===== src/rtl/instr_fetch_unit.sv =====
// instr_fetch_unit: fetch front end for the single-cycle MIPS datapath.
// Holds the PC, fetches one instruction per step over a req/ready handshake,
// strobes it to the decoder for one cycle and commits the selected next PC.
module instr_fetch_unit #(
  parameter logic [31:0] RESET_PC = 32'h0000_0000
) (
  input  logic        clk,
  input  logic        reset,
  output logic        imem_req,
  output logic [31:0] imem_addr,
  input  logic        imem_ready,
  input  logic [31:0] imem_rdata,
  output logic [31:0] instruction,
  output logic        instr_valid,
  output logic [31:0] pc,
  output logic [31:0] pc_plus4,
  input  logic [1:0]  pc_sel,
  input  logic [31:0] branch_off,
  input  logic [31:0] jr_target,
  input  logic        jump_sel_n,
  input  logic        jal_sel_n,
  input  logic        halt,
  output logic        halted,
  output logic [31:0] instr_count,
  output logic        misalign_err
);

  typedef enum logic [1:0] {
    IDLE = 2'd0,
    REQ  = 2'd1,
    EXEC = 2'd2,
    HALT = 2'd3
  } state_t;

  state_t      state_q, state_d;
  logic [31:0] pc_q, pc_d;
  logic [31:0] instr_q, instr_d;
  logic [31:0] count_q, count_d;
  logic        misalign_q, misalign_d;

  logic [31:0] next_pc;
  logic        take_jump;
  logic        take_jr;
  logic        jr_misaligned;

  assign pc_plus4 = pc_q + 32'd4;

  // Next-PC select: jump/jal beats JR, JR beats a taken branch, else sequential.
  always_comb begin
    next_pc       = pc_plus4;
    take_jump     = !jump_sel_n || !jal_sel_n;
    take_jr       = 1'b0;
    jr_misaligned = 1'b0;
    if (take_jump) begin
      next_pc = {pc_plus4[31:28], instr_q[25:0], 2'b00};
    end else if (pc_sel == 2'b11) begin
      take_jr       = 1'b1;
      next_pc       = {jr_target[31:2], 2'b00};
      jr_misaligned = (jr_target[1:0] != 2'b00);
    end else if (pc_sel != 2'b00) begin
      next_pc = pc_plus4 + branch_off;
    end
  end

  // FSM next state plus the datapath updates that happen on leaving REQ or EXEC.
  always_comb begin
    state_d    = state_q;
    pc_d       = pc_q;
    instr_d    = instr_q;
    count_d    = count_q;
    misalign_d = misalign_q;
    case (state_q)
      IDLE: state_d = REQ;
      REQ: begin
        if (imem_ready) begin
          instr_d = imem_rdata;
          state_d = EXEC;
        end
      end
      EXEC: begin
        pc_d    = next_pc;
        count_d = count_q + 32'd1;
        if (take_jr && jr_misaligned) begin
          misalign_d = 1'b1;
        end
        state_d = halt ? HALT : REQ;
      end
      HALT: state_d = HALT;
      default: state_d = IDLE;
    endcase
  end

  // State registers with synchronous reset; reset overrides halt and any pending fetch.
  always_ff @(posedge clk) begin
    if (reset) begin
      state_q    <= IDLE;
      pc_q       <= RESET_PC;
      instr_q    <= 32'h0;
      count_q    <= 32'h0;
      misalign_q <= 1'b0;
    end else begin
      state_q    <= state_d;
      pc_q       <= pc_d;
      instr_q    <= instr_d;
      count_q    <= count_d;
      misalign_q <= misalign_d;
    end
  end

  assign imem_req     = (state_q == REQ);
  assign imem_addr    = pc_q;
  assign instr_valid  = (state_q == EXEC);
  assign halted       = (state_q == HALT);
  assign pc           = pc_q;
  assign instruction  = instr_q;
  assign instr_count  = count_q;
  assign misalign_err = misalign_q;

endmodule


===== config.mk =====
export PLATFORM = sky130hd
export DESIGN_NAME = instr_fetch_unit
export DESIGN_NICKNAME = d
export VERILOG_FILES = /design/src/rtl/instr_fetch_unit.sv
export SDC_FILE = /design/constraint.sdc
export NUM_CORES = 1
export LEC_CHECK = 0
export ABC_CLOCK_PERIOD_IN_PS = 3900
export BUFFER_PORTS_ARGS = -buffer_cell sky130_fd_sc_hd__buf_2
export CAP_MARGIN = 20
export CORE_MARGIN = 2
export CORE_UTILIZATION = 45
export CTS_BUF_LIST = sky130_fd_sc_hd__clkbuf_8
export DETAILED_ROUTE_END_ITERATION = 6
export PLACE_DENSITY = 0.76
export SLEW_MARGIN = 40
export SYNTH_ARGS = -nofsm -noshare
export SYNTH_HDL_FRONTEND = slang
export SYNTH_SLANG_ARGS = --single-unit

===== constraint.sdc =====
create_clock -name clk -period 3.9 [get_ports clk]
set_input_delay 0.39 -clock clk [delete_from_list [all_inputs] [get_ports clk]]
set_output_delay 0.39 -clock clk [all_outputs]
set_load 0.005 [all_outputs]

==> impl_metrics.env <==
export IMPL_power_leakage_nw=4.29
export IMPL_synth_fp_nets=1099
export IMPL_dp_cells=1399
export IMPL_cp_max_fo=6
export IMPL_clkSinkCount=99
export IMPL_synth_seq_area_share_pct=27.6
export IMPL_cts_resized_gates=0
export IMPL_layout_common_cells="buf_2 (266), nand2_1 (144), a21oi_1 (98)"
export IMPL_layout_cells_non_filler=1416
export IMPL_synth_top_area_share_pct=27.6
export IMPL_avgSynthCellArea_um2=7.52
export IMPL_yosys_area_top_type="dfxtp_1"
export IMPL_worst_slew_pin_slew_ps=822
export IMPL_io_buffers=267
export IMPL_fill_cells=1523
export IMPL_multiInputGateArea_um2=4780
export IMPL_final_hold_viol_count=0
export IMPL_clk_pin_slew_ps=100
export IMPL_grtUsageTotal_pct=28.6
export IMPL_startpoint_type="register"
export IMPL_routed_wl_um=25100
export IMPL_avgRoutedWirePerCell_um=17.7
export IMPL_grt_pass1_vias=7107
export IMPL_pin_count=268
export IMPL_die_h_um=130
export IMPL_postRouteAntennaNets=0
export IMPL_tritoncts="done"
export IMPL_grt_pass1_wl_um=37800
export IMPL_area_delta_synth_final_pct=25.3
export IMPL_post_route_period_util_pct=94.8
export IMPL_numCtsBuffers=9
export IMPL_firstDrtPassIters=7
export IMPL_final_common_cell="buf_2"
export IMPL_cts_root_buffer="clkbuf_8"
export IMPL_htree_levels=3
export IMPL_power_density_nw_per_um2=267
export IMPL_yosysWarnings=0
export IMPL_cp_arrival_ps=3980
export IMPL_worst_setup_path_type="reg -> reg"
export IMPL_drc=0
export IMPL_grt_max_degree=102
export IMPL_num_vias=7956
export IMPL_dieArea_um2=17000
export IMPL_routabilityCongestion=0.976
export IMPL_postCtsSetupRepairBufs=0
export IMPL_ir_worst_vdd_mv=0.273
export IMPL_synth_enable_flop_cells=0
export IMPL_synth_seq_cells=99
export IMPL_syn_area_um2=7180
export IMPL_hold_buffers=0
export IMPL_seqCellArea_um2=1980
export IMPL_initial_core_util_pct=45.7
export IMPL_die_w_um=130
export IMPL_finalClockSkew_ps=15.1
export IMPL_setup_tns_ps=0
export IMPL_synth_cell_types=69
export IMPL_rows=46
export IMPL_dpl_hpwl_um=19900
export IMPL_via_per_inst=5.62
export IMPL_drt_iter0_markers=779
export IMPL_max_freq_mhz=271
export IMPL_setup_viol=0
export IMPL_overflow=0
export IMPL_synth_async_reset_ratio_pct=0
export IMPL_outcome="finished clean"
export IMPL_crit_path_end_kind="register"
export IMPL_critPathRequiredTime_ps=4180
export IMPL_synthTopCellsByArea="dfxtp_1 (28%), nand2_1 (7.5%), ha_1 (7.0%)"
export IMPL_hold_path_class="in -> reg"
export IMPL_drv_slew=0
export IMPL_rsz0062_at_grt="no"
export IMPL_maxCapViolations=0
export IMPL_syn_instance_count=954
export IMPL_core_area_um2=15700
export IMPL_antenna_found_initial=1
export IMPL_ys_flop_type="dfxtp_1"
export IMPL_insertion_delay_ps=360
export IMPL_max_slew_margin_pct=45.0
export IMPL_fin_crit_ps=3700
export IMPL_drive_gt1_share_pct=30.0
export IMPL_clk_path_buf_depth=2
export IMPL_nNetsFinal=1339
-- worst max-delay path, cell delays in order (launching register included) --
cell and delay (ps):
dfxtp_1 350, and4_4 260, nand4_4 140, or2_4 310
nor3_2 260, xor2_2 240, ha_4 250, a21o_1 160
a21o_1 190, a311oi_1 260, o31a_1 210, a21oi_1 90
or3_1 400, a41o_1 270, a221oi_2 230
-- cell usage after synthesis (all sizes together) (16+ instances only) --
master and count:
and3 17, nand4 16, buf 41, a211oi 19, a21oi 99, nor3 22
ha 40, nor2 86, inv 16, dfxtp 99, xor2 40, nand3 32
a21o 18, o21ai 48, o211ai 16, clkbuf 41, xnor2 33, nand2 144
-- layer usage --
layer	GRT usage, %	wire length [um]	share of wire [%]	up-vias
met1	40.2	11100	44	3629
met5	0	0	0	-
met3	6.19	2450	9.7	57
li1	-	-	-	3884
met2	42.3	10700	43	386
met4	11.8	796	3.2	0
-- where the power goes --
group          leakage (nW)  internal [mW]  switching [mW]  total, mW
Combinational          3.38          0.245           0.352      0.597
Sequential            0.804           1.04          0.0318       1.07
Clock                 0.108          0.379           0.352      0.731
Total                  4.29           1.67           0.736       2.40
-- logic make-up (layout without fill, tap and decap cells) --
| group | count (synthesis) | after routing | share of synthesized area [%] |
|---|---|---|---|
| AND/OR/NAND/NOR | 360 | 360 | 23.4 |
| AO/OA/AOI/OAI | 276 | 276 | 24.9 |
| other | 0 | 1 | 0 |
| multiplexers | 7 | 7 | 1.05 |
| buffers and inverters | 98 | 343 | 6.94 |
| adder cells (fa/ha/maj) | 41 | 41 | 7.25 |
| XOR/XNOR | 73 | 73 | 8.91 |
| flip-flops | 99 | 99 | 27.6 |
-- sequential cells by signal, indices dropped and copies added (netlist names) --
signal / cells
state_q: 2
misalign_err: 1
imem_addr: 32
instruction: 32
instr_count: 32
-- stage by stage --
| step | util, % | total power, mW | area (um^2) | hold WS (ps) | setup WS (ps) |
|---|---|---|---|---|---|
| after floorplan | - | 1.44 | 7180 | 453 | 78.1 |
| after global placement | 55.2 | 1.67 | 8680 | 440 | 260 |
| after detailed placement | 55.3 | 1.67 | 8680 | 449 | 149 |
| after CTS | 56.7 | 2.39 | 8910 | 243 | 115 |
| after global routing | 57.2 | 2.51 | 8990 | 248 | 2.66 |
| final | 57.2 | 2.40 | 8990 | 259 | 204 |
-- area by class of cell --
cell class              instances  share of cell area, %
multi-input cells             757                   53.1
clock buffers                  10                   1.53
clock inverters                 6                  0.988
inverters                      16                  0.668
diodes                          1                 0.0278
repair buffers                311                   18.6
flip-flops and latches         99                   22.1
well taps                     216                   3.01
-- final timing paths --
kind,startpoint,end,slack (ps),cells past startpoint
hold / removal,imem_rdata[22],instruction[22],260,3
setup / recovery,imem_addr[15],imem_addr[31],200,14
hold reg to reg,instruction[31],instruction[31],460,2
setup reg to reg,imem_addr[15],imem_addr[31],200,14
Power figures use the tool's default switching activity.
